==> src/rtl/fetch_unit.sv <==
// Instruction fetch stage: owns the PC, fetches one word at a time from instruction
// memory and holds it for the datapath until accepted; misaligned targets latch a fault.
module fetch_unit #(
  parameter logic [31:0] RESET_PC  = 32'h0000_0000,
  parameter logic [31:0] NOP_INSTR = 32'h0000_0013
) (
  input  logic        SYS_clk,
  input  logic        SYS_reset,
  output logic        IMEM_req_valid,
  input  logic        IMEM_req_ready,
  output logic [31:0] IMEM_req_addr,
  input  logic        IMEM_resp_valid,
  input  logic [31:0] IMEM_resp_data,
  output logic        FETCH_valid,
  input  logic        FETCH_ready,
  output logic [31:0] FETCH_instruction,
  output logic [31:0] FETCH_PC,
  input  logic [31:0] new_PC,
  output logic        FETCH_fault,
  output logic [31:0] FETCH_retired,
  output logic [2:0]  debug_state
);

  // Handshakes: a transfer happens on a rising edge where valid and ready are both 1;
  // once raised, valid (and its payload) holds until that edge.
  typedef enum logic [2:0] {
    IDLE  = 3'd0,
    REQ   = 3'd1,
    WAIT  = 3'd2,
    HOLD  = 3'd3,
    FAULT = 3'd4
  } state_t;

  state_t      state;
  logic [31:0] pc;
  logic [31:0] instr;
  logic [31:0] retired;
  logic        req_valid;
  logic        fetch_valid;
  logic        fault;

  always_ff @(posedge SYS_clk or posedge SYS_reset) begin
    if (SYS_reset) begin
      state       <= IDLE;
      pc          <= RESET_PC;
      instr       <= NOP_INSTR;
      retired     <= 32'd0;
      req_valid   <= 1'b0;
      fetch_valid <= 1'b0;
      fault       <= 1'b0;
    end else begin
      case (state)
        IDLE: begin
          state     <= REQ;
          req_valid <= 1'b1;
        end
        REQ: begin
          if (IMEM_req_ready) begin
            state     <= WAIT;
            req_valid <= 1'b0;
          end
        end
        WAIT: begin
          if (IMEM_resp_valid) begin
            instr       <= IMEM_resp_data;
            state       <= HOLD;
            fetch_valid <= 1'b1;
          end
        end
        HOLD: begin
          if (FETCH_ready) begin
            // The target loads even when misaligned so the fault shows where it went.
            pc          <= new_PC;
            retired     <= retired + 32'd1;
            fetch_valid <= 1'b0;
            if (new_PC[1:0] == 2'b00) begin
              state     <= REQ;
              req_valid <= 1'b1;
            end else begin
              state <= FAULT;
              fault <= 1'b1;
            end
          end
        end
        FAULT: begin
          state <= FAULT;
        end
        default: begin
          state       <= IDLE;
          req_valid   <= 1'b0;
          fetch_valid <= 1'b0;
        end
      endcase
    end
  end

  assign IMEM_req_valid    = req_valid;
  assign IMEM_req_addr     = pc;
  assign FETCH_valid       = fetch_valid;
  assign FETCH_instruction = instr;
  assign FETCH_PC          = pc;
  assign FETCH_fault       = fault;
  assign FETCH_retired     = retired;
  assign debug_state       = state;

endmodule
==> config.mk <==
export PLATFORM = sky130hd
export DESIGN_NAME = fetch_unit
export DESIGN_NICKNAME = d
export VERILOG_FILES = /design/src/rtl/fetch_unit.sv
export SDC_FILE = /design/constraint.sdc
export NUM_CORES = 1
export LEC_CHECK = 0
export CAP_MARGIN = 40
export CELL_PAD_IN_SITES_DETAIL_PLACEMENT = 0
export CELL_PAD_IN_SITES_GLOBAL_PLACEMENT = 1
export CORE_UTILIZATION = 32
export CTS_BUF_LIST = sky130_fd_sc_hd__clkbuf_2
export DETAILED_ROUTE_END_ITERATION = 8
export PLACE_DENSITY = 0.9
export SYNTH_ARGS = -nofsm -noshare
export SYNTH_HDL_FRONTEND = slang
export SYNTH_SLANG_ARGS = --single-unit
==> constraint.sdc <==
create_clock -name SYS_clk -period 5.1 [get_ports SYS_clk]
set_clock_uncertainty 0.1 [all_clocks]
set_input_delay 1.275 -clock SYS_clk [delete_from_list [all_inputs] [get_ports SYS_clk]]
set_output_delay 1.275 -clock SYS_clk [all_outputs]
set_load 0.01 [all_outputs]
# Word-level counts from Yosys, hierarchy flattened
# Cells that the tools add are included.
# totals
regBits	102
word_cells	41
out_inout_bits	134
# classes
addsub	1
reduce_logical	10
n_eq_ne	8
n_bitwise	3
n_mux	12
# ops
operator	count
32-bit by 1-bit adder with 32-bit output (second input constant)	1
3-bit one-hot mux with 5 select lines	1
3-bit two-way mux	4
3-bit AND reduction	3
2-bit inequality test (second input constant)	4
3-bit by 2-bit == test with 1-bit output (second input constant)	2
1-bit two-way mux	5
1-bit one-hot mux with 4 select lines	1
2-bit AND reduction	2
4-bit AND reduction	1
3-bit by 1-bit == test with 1-bit output (second input constant)	1
3-bit == test (second input constant)	1
3-bit logical NOT	1
1-bit inverter	3
1-bit one-hot mux with 3 select lines	1
3-bit OR reduction	1
2-bit logical NOT	1
2-bit OR reduction	1

# Longest topological paths before layout
# Gate-level depths: netlist of run 1.
# logic_depth
depth_word	4
depth_mapped	6
ltp_nobuf	5

# Worst setup path after synthesis of run 1
# Ideal clock, no wire load.
# synth_path
path_type	input to register
from	in FETCH_ready
to	reg retired[30] (netlist: FETCH_retired[30])
n_path_buf	1
arrival_time_ns	2.487
slack_ns	2.388
cell_stages	5
required_ns	4.875
path_cell_list	nand4b_4 > buf_4 > nor4_2 > nand4_1 > xnor2_1
# synth_via
elab_chain_cells	1
# synth_lines
item	line_no	text
from (decl)	15	input logic FETCH_ready,
2-bit AND reduction (no line)	-	
to (signal assigned)	74	retired <= retired + 32'd1;
to (decl)	37	logic [31:0] retired;
# Every way passes these cells.
# A chain may end at the register's enable or synchronous reset.

# Worst setup path in the final report of run 1
# layout_path
from	reg state[0] (netlist: debug_state[0])
to	out debug_state[0]
# layout_lines
item	line_no	text
from (decl)	34	state_t state;
from (signal assigned)	44	state <= IDLE;
from (signal assigned)	54	state <= REQ;
from (signal assigned)	59	state <= WAIT;
to (decl)	21	output logic [2:0] debug_state
# No word-level cell between the ends.

==> results.json, run 1 <==
{
  "antenna_left": 0,
  "rsz0062_at_grt": "no",
  "dp_slack_ps": 1444,
  "fmax_mhz": 305.5,
  "startpoint_type": "flop",
  "cap_viol_max_count": 0,
  "grt_overflow": 0,
  "setup_ws_ps": 1827,
  "drtIter0Drc": 123,
  "worst-setup-path-type": "flop to output pin",
  "critPathBufInv": 1,
  "initial_utilization_pct": 33.23,
  "core_sq_um": 13400,
  "clk_latency_ps": 590,
  "maxSlewViolCount": 0,
  "cts_tree": "yes",
  "diodes": 0,
  "drive_gt1_share_pct": 11.57,
  "hold_buffers": 0,
  "htreeDepth": 3,
  "syn_area_sq_um": 4453,
  "cts.clk_slew.worst_paths_ps": 260,
  "dieArea_sq_um": 14390,
  "drc": 0,
  "cp-end-kind": "output pin",
  "grt_pass1_wl_mm": 18.62,
  "rows": 42,
  "slew_headroom_pct": 68.40,
  "dpl.hpwl_mm": 8.452,
  "ios": 203,
  "most-common-layout-cells": "202 x clkdlybuf4s50_1, 114 x nand2_1, 99 x dfrtp_1",
  "status": "completed",
  "synth_edf_count": 0,
  "post-route-util_pct": 48.96,
  "crit_family": "flip-flops",
  "synth_seq_area_share_pct": 57.40,
  "hold_violations": 0,
  "dieWidth_um": 120.0,
  "vias": 3437,
  "power_density_nw_per_um2": 485.0,
  "layout_commonest_cell": "clkdlybuf4s50_1",
  "vias_per_cell": 4.552,
  "ir_worst_vdd_mv": 0.3075,
  "placedInstanceArea_sq_um": 6444,
  "first_global_vias": 3608,
  "setup_tns_ps": 0,
  "min_period_ps": 3273,
  "crit_arrival_ps": 1900,
  "cts_buffer_depth": 2,
  "postLayoutCellArea_sq_um": 6561,
  "numClockSinks": 102,
  "fin_nets": 644,
  "synth_cell_type_count": 40,
  "synthToLayoutAreaGrowth_pct": 47.34,
  "grt_max_degree": 58,
  "numCtsBuffers": 9,
  "nFillCells": 1252,
  "dr.pass1.iters": 4,
  "routedWlPerCell_um": 15.01,
  "synth_area_per_cell_sq_um": 11.05,
  "synthesis.instances": 403,
  "leakagePower_uw": 0.002914,
  "antenna_found_initial": 0,
  "fin_crit_sh_pct": 64.18,
  "cts-resized-gates": 0,
  "root_buffer": "clkbuf_2",
  "port_buffers": 202,
  "synthArstFlopShare_pct": 100.0,
  "finalSetupViolCount": 0,
  "postCtsSetupBuffers": 0,
  "synth.ff_latch_count": 102,
  "place.gp.congestion": 0.7682,
  "path_cells": "clkdlybuf4s50_1",
  "cp_max_fo": 11,
  "die_h_um": 120.0,
  "ys.flop_type": "dfrtp_1",
  "wl_mm": 11.34,
  "worst_slew_pin_slew_ps": 472.8,
  "worstPathRequired_ps": 3720,
  "hold_path_class": "flop to flop",
  "max_stage_delay_ps": 680,
  "yosysWarnings": 0,
  "grt_util_all_layers_pct": 16.50,
  "slowest_stage": "dfrtp_1",
  "synthesis.nets": 473
}
routing by layer:
| metal | part of all wire [%] | vias up | global-route usage [%] |
|---|---|---|---|
| li1 | - | 1634 | - |
| met1 | 40 | 1688 | 19.66 |
| met2 | 51 | 109 | 27.33 |
| met3 | 7.9 | 6 | 6.892 |
| met4 | 0.77 | 0 | 4.141 |
| met5 | 0 | - | 0 |
state kept, by name (all words and copies together) (netlist names):
| register | count |
|---|---|
| debug_state | 3 |
| FETCH_PC | 32 |
| FETCH_fault | 1 |
| FETCH_valid | 1 |
| FETCH_instruction | 32 |
| IMEM_req_valid | 1 |
| FETCH_retired | 32 |
cell families (layout without fill, tap and decap cells):
logic type | count (synthesis) | after routing | synth area share (%)
AOI/OAI and AO/OA | 11 | 11 | 1.461
muxes | 32 | 32 | 8.092
DFF | 102 | 102 | 57.40
buffers and inverters | 53 | 229 | 7.755
adders and majority gates | 1 | 1 | 0.2809
and+or+nand+nor | 173 | 173 | 18.91
xor gates and xnor gates | 31 | 31 | 6.097
final timing paths:
path	startpoint	to	slack, ps	cells past startpoint
setup reg to reg	debug_state[0]	FETCH_retired[31]	2720	4
hold / removal	FETCH_fault	FETCH_fault	410	1
max in group asynchronous	SYS_reset	FETCH_retired[0]	3090	4
hold reg to reg	FETCH_fault	FETCH_fault	410	1
setup / recovery	debug_state[0]	debug_state[0]	1830	1
min in group asynchronous	SYS_reset	FETCH_instruction[10]	900	2
layout make-up:
cell class,count,area [sq um],area share [%]
clock buffers,9,45.04,0.6865
clock inverters,7,65.06,0.9916
inverters,5,21.27,0.3242
multi-input cells,248,1567,23.87
flip-flops and latches,102,2556,38.96
well taps,176,220.2,3.356
repair buffers,208,2087,31.81
metrics by stage:
stage	total power, uW	cells	hold WS [ps]
after floorplan	2038	403	403.9
after global placement	2803	737	358.4
after detailed placement	2848	738	362.2
after CTS	3241	754	416.2
after global routing	3391	755	436.5
final	3182	755	407.5
Yosys cell counts (3+ instances only):
library cell    n  area share [%]
nand4_1         8             1.1
xor2_1         17             3.3
mux2_2         32             8.1
nand2_1       114             9.6
clkbuf_1        9            0.76
buf_4          34             5.7
a21oi_1         4            0.45
nor3_1          3            0.34
buf_2           3            0.34
nand3_1        12             1.3
dfrtp_1        99              56
nor4_2          5             1.4
xnor2_1        14             2.8
nor2_1         10            0.84
inv_1           5            0.42
dfstp_2         3             1.8
and4_1          3            0.59
nor4_1          3            0.42
report_power, final:
part,internal [uW],total [uW],switching [uW]
combinational,908,1490,578
sequential,1090,1320,230
clock,110,375,265
No activity file was read; power rests on OpenSTA's default activity.
==> run 2, diff against run 1 <==
--- a/config.mk
+++ b/config.mk
@@ -8,10 +8,10 @@
 export CAP_MARGIN = 40
 export CELL_PAD_IN_SITES_DETAIL_PLACEMENT = 0
 export CELL_PAD_IN_SITES_GLOBAL_PLACEMENT = 1
-export CORE_UTILIZATION = 32
+export CORE_UTILIZATION = 29
 export CTS_BUF_LIST = sky130_fd_sc_hd__clkbuf_2
 export DETAILED_ROUTE_END_ITERATION = 8
-export PLACE_DENSITY = 0.9
+export PLACE_DENSITY = 0.87
 export SYNTH_ARGS = -nofsm -noshare
 export SYNTH_HDL_FRONTEND = slang
 export SYNTH_SLANG_ARGS = --single-unit
==> constraint.sdc (replaced) <==
create_clock -name SYS_clk -period 3 [get_ports SYS_clk]
set_clock_uncertainty 0.1 [all_clocks]
set_input_delay 0.75 -clock SYS_clk [delete_from_list [all_inputs] [get_ports SYS_clk]]
set_output_delay 0.75 -clock SYS_clk [all_outputs]
set_load 0.01 [all_outputs]
==> run 2 against run 1 <==
Sequential share of layout area is 0.059 points lower; non-clock buffer count increased by 2; global-route usage down 2.2 points; clock power up 54%; die area increased by 10%; combinational power rose by 70%; worst setup slack got worse by 1600 ps; final cell count is 1.3% higher; critical path depth unchanged; via count grew 1.5%; critical endpoint is now debug_state[1]; largest cell class unchanged.
==> results.json, run 2 (synthesis results as in run 1) <==
{
  "setup_tns_ps": 0,
  "critPathBufInv": 1,
  "routedWlPerCell_um": 14.66,
  "status": "completed",
  "dp_cells": 749,
  "max_stage_delay_ps": 670,
  "dpl.hpwl_mm": 8.392,
  "cts_tree": "yes",
  "grt_overflow": 0,
  "maxSlewViolCount": 0,
  "hold_path_class": "flop to flop",
  "r2r-start": "debug_state[1]",
  "ios": 203,
  "instances_no_fill": 765,
  "rsz0062_at_grt": "no",
  "ff_latch_area_sq_um": 2556,
  "fmax_mhz": 362.7,
  "nFillCells": 1385,
  "crit_family": "flip-flops",
  "power_density_nw_per_um2": 818.0,
  "multi_input_area_sq_um": 1567,
  "hold_buffers": 0,
  "core_sq_um": 14750,
  "cts-resized-gates": 0,
  "vias_per_cell": 4.561,
  "cts_buffer_depth": 2,
  "antenna_found_initial": 0,
  "fin_crit_sh_pct": 91.90,
  "hold-worst-slack_ps": 403.5,
  "port_buffers": 202,
  "drive_gt1_share_pct": 11.88,
  "wl_mm": 11.22,
  "most-common-layout-cells": "202 x clkdlybuf4s50_1, 114 x nand2_1, 99 x dfrtp_1",
  "startpoint_type": "flop",
  "synthToLayoutAreaGrowth_pct": 47.57,
  "numCtsBuffers": 9,
  "dieArea_sq_um": 15850,
  "hold_path_startpoint": "FETCH_retired[31]",
  "slowest_stage": "dfrtp_1",
  "worstPathRequired_ps": 2150,
  "startpoint": "debug_state[1]",
  "grt_pass1_wl_mm": 17.95,
  "total_power_uw": 5376,
  "root_buffer": "clkbuf_2",
  "postCtsSetupBuffers": 0,
  "first_global_vias": 3538,
  "numClockSinks": 102,
  "cp_max_fo": 13,
  "diodes": 0,
  "initial_utilization_pct": 30.18,
  "layout_commonest_cell": "clkdlybuf4s50_1",
  "grt_max_degree": 61,
  "dp_slack_ps": 106.3,
  "vias": 3489,
  "ir_worst_vdd_mv": 0.4473,
  "drtIter0Drc": 88,
  "min_period_ps": 2757,
  "htreeDepth": 3,
  "die_h_um": 125.9,
  "cts.clk_slew.worst_paths_ps": 270,
  "place.gp.congestion": 0.7205,
  "rows": 44,
  "worst-setup-path-type": "flop to output pin",
  "leakagePower_uw": 0.002909,
  "dieWidth_um": 125.9,
  "cap_viol_max_count": 0,
  "cp-end-kind": "output pin",
  "worst_slew_pin_slew_ps": 507.1,
  "setup_ws_ps": 242.9,
  "drc": 0,
  "grt_util_all_layers_pct": 14.27,
  "finalSetupViolCount": 0,
  "dr.pass1.iters": 4,
  "antenna_left": 0,
  "clk_latency_ps": 600,
  "hold_violations": 0,
  "path_cells": "clkdlybuf4s50_1",
  "fin_nets": 646,
  "crit_arrival_ps": 1910,
  "slew_headroom_pct": 65.93
}
run 2: metrics by stage:
step / cell area [sq um] / util (%)
floorplan: 4457 / -
global placement: 6482 / 43.94
detailed placement: 6482 / 43.94
CTS: 6571 / 44.54
global route: 6571 / 44.54
finish: 6571 / 44.54
run 2: report_power, final:
group	internal, uW	leakage (uW)	switching [uW]	total, uW
combinational	1550	0.00156	989	2540
clock	110	0.0000593	466	576
sequential	1860	0.00129	401	2260
total	3520	0.00291	1860	5380
run 2: cell type report:
type / count / area share (%)
flip-flops and latches: 102 / 38.90
repair buffers: 210 / 32.06
multi-input cells: 248 / 23.84
well taps: 184 / 3.503
clock buffers: 10 / 0.7616
clock inverters: 6 / 0.5903
inverters: 5 / 0.3427
run 2: worst paths after layout:
kind | end | slack, ps | depth (start not counted)
worst max-delay path | debug_state[1] | 240 | 1
worst min-delay path | FETCH_retired[31] | 400 | 1
worst max register to register | FETCH_retired[21] | 710 | 4
worst min register to register | FETCH_retired[31] | 400 | 1
max in group asynchronous | FETCH_instruction[0] | 1880 | 3
min in group asynchronous | debug_state[1] | 430 | 3
run 2: layer usage:
metal / vias up / wire length (um) / track usage [%]
li1: 1643 / - / -
met1: 1708 / 4574 / 16.46
met2: 126 / 5622 / 24.31
met3: 12 / 886 / 5.607
met4: 0 / 131 / 4.394
met5: - / 0 / 0
==> run 3, diff against run 2 <==
--- a/config.mk
+++ b/config.mk
@@ -8,10 +8,11 @@
 export CAP_MARGIN = 40
 export CELL_PAD_IN_SITES_DETAIL_PLACEMENT = 0
 export CELL_PAD_IN_SITES_GLOBAL_PLACEMENT = 1
-export CORE_UTILIZATION = 29
+export CORE_ASPECT_RATIO = 1.1
+export CORE_UTILIZATION = 34
 export CTS_BUF_LIST = sky130_fd_sc_hd__clkbuf_2
 export DETAILED_ROUTE_END_ITERATION = 8
-export PLACE_DENSITY = 0.87
+export PLACE_DENSITY = 0.95
 export SYNTH_ARGS = -nofsm -noshare
 export SYNTH_HDL_FRONTEND = slang
 export SYNTH_SLANG_ARGS = --single-unit
==> constraint.sdc (replaced) <==
create_clock -name SYS_clk -period 3.19 [get_ports SYS_clk]
set_clock_uncertainty 0.1 [all_clocks]
set_input_delay 0.7975 -clock SYS_clk [delete_from_list [all_inputs] [get_ports SYS_clk]]
set_output_delay 0.7975 -clock SYS_clk [all_outputs]
set_load 0.01 [all_outputs]
==> run 3 against run 2 <==
The run now ends with DRC left; worst setup slack improved by 210 ps; global-route usage increased by 2.2 points; sequential power decreased by 8%; sequential share of layout area increased by 0.13 points; largest power group unchanged.
==> results.json, run 3 (synthesis results as in run 1) <==
{
  "die_h_um": 122.0,
  "cp-end-kind": "output pin",
  "place.gp.congestion": 0.7328,
  "r2r-start": "debug_state[2]",
  "cts-resized-gates": 0,
  "layout_commonest_cell": "clkdlybuf4s50_1",
  "first_global_vias": 3522,
  "finalSetupViolCount": 0,
  "grt_overflow": 0,
  "status": "complete, but fails checks",
  "cts_buffer_depth": 2,
  "critPathCapture": "debug_state[0]",
  "wl_met3_mm": 1.072,
  "rsz0062_at_grt": "no",
  "hold_path_class": "flop to flop",
  "postCtsSetupBuffers": 0,
  "dieWidth_um": 111.1,
  "multi_input_area_sq_um": 1567,
  "routedWlPerCell_um": 14.57,
  "root_buffer": "clkbuf_2",
  "path_cells": "clkdlybuf4s50_1",
  "post-route-util_pct": 51.59,
  "critPathBufInv": 1,
  "port_buffers": 202,
  "ir_worst_vdd_mv": 0.4607,
  "ios": 203,
  "wl_met1_mm": 4.221,
  "dp_cells": 721,
  "numClockSinks": 102,
  "crit_family": "flip-flops",
  "routed.top_layer": "met4",
  "grt_pass1_wl_mm": 17.62,
  "cts_tree": "yes",
  "cp_max_fo": 11,
  "crit_arrival_ps": 1840,
  "hold_violations": 0,
  "slowest_stage": "dfrtp_1",
  "setup_tns_ps": 0,
  "antenna_left": 0,
  "worst_slew_pin_slew_ps": 774.4,
  "setup_ws_ps": 450.0,
  "critical_path_depth": 1,
  "drc": 21,
  "drtIter0Drc": 122,
  "cts.clk_slew.worst_paths_ps": 250,
  "fin_nets": 645,
  "route.met2.wl_mm": 5.294,
  "dr.pass1.iters": 6,
  "vias_per_cell": 4.670,
  "hold_buffers": 0,
  "worst-setup-path-type": "flop to output pin",
  "power_density_nw_per_um2": 786.5,
  "dp_slack_ps": 210.4,
  "startpoint": "debug_state[0]",
  "violations": "DRC",
  "core_sq_um": 12700,
  "clk_latency_ps": 540,
  "numCtsBuffers": 9,
  "cap_viol_max_count": 0,
  "dpl.hpwl_mm": 7.948,
  "slew_headroom_pct": 48.37,
  "diodes": 0,
  "most-common-layout-cells": "202 x clkdlybuf4s50_1, 114 x nand2_1, 99 x dfrtp_1",
  "startpoint_type": "flop",
  "initial_utilization_pct": 35.07,
  "worstPathRequired_ps": 2290,
  "fmax_mhz": 365.0,
  "instances_no_fill": 737,
  "ff_latch_area_sq_um": 2556,
  "fin_crit_sh_pct": 85.89,
  "vias": 3442,
  "min_period_ps": 2740,
  "r2r-end": "FETCH_retired[31]",
  "reg2reg_depth": 4,
  "antenna_found_initial": 0,
  "nFillCells": 1139,
  "maxSlewViolCount": 0,
  "htreeDepth": 3,
  "reg2reg_slack_ps": 940,
  "leakagePower_uw": 0.002914,
  "synthToLayoutAreaGrowth_pct": 47.09,
  "grt_max_degree": 61,
  "dieArea_sq_um": 13560,
  "wl_mm": 10.74,
  "drive_gt1_share_pct": 11.72,
  "rows": 43,
  "grt_util_all_layers_pct": 16.42,
  "max_stage_delay_ps": 660
}
## run 3: changes by cell type in the layout (fill, tap and decap cells not counted)
| cell | change |
|---|---|
| clkinvlp_4 | +1 |
| buf_12 | -2 |
| clkbuf_2 | -1 |
| bufinv_16 | +2 |
| buf_4 | +1 |
| clkinv_4 | -2 |
## run 3: layout make-up
class	count	share of cell area, %
tap	157	2.999
clock inverter	7	1.356
inverter	5	0.3438
multi-input combinational	248	23.92
clock buffer	9	0.6877
sequential	102	39.03
timing repair buffer	209	31.67
## run 3: stage by stage
step	hold slack [ps]	area [sq um]	power, uW
final	403.2	6550	5151
after global routing	438.7	6550	5503
after CTS	410.2	6550	5233
after detailed placement	363.7	6416	4541
after global placement	366.2	6416	4466
after floorplan	403.9	4457	3259
## run 3: worst min-delay path by stage
stage                            startpoint           endpoint  slack, ps  depth (start not counted)
after detailed placement        FETCH_fault        FETCH_fault        360                          1
final                     FETCH_retired[31]  FETCH_retired[31]        400                          1
after floorplan           FETCH_retired[31]  FETCH_retired[31]        400                          1
after global routing      FETCH_retired[29]  FETCH_retired[29]        440                          1
after CTS                 FETCH_retired[31]  FETCH_retired[31]        410                          1
after global placement    FETCH_retired[31]  FETCH_retired[31]        370                          1
## run 3: metal layers
metal  global-route usage [%]  up-vias
li1                         -     1632
met1                    18.75     1663
met2                    27.79      136
met3                    6.965       11
met4                    5.659        0
met5                        0        -
## run 3: where the power goes
part / leakage [uW] / total, uW / internal [uW] / switching (uW)
sequential: 0.00129 / 2090 / 1750 / 348
combinational: 0.00154 / 2390 / 1450 / 939
clock: 0.0000753 / 671 / 253 / 418
total: 0.00291 / 5150 / 3450 / 1700
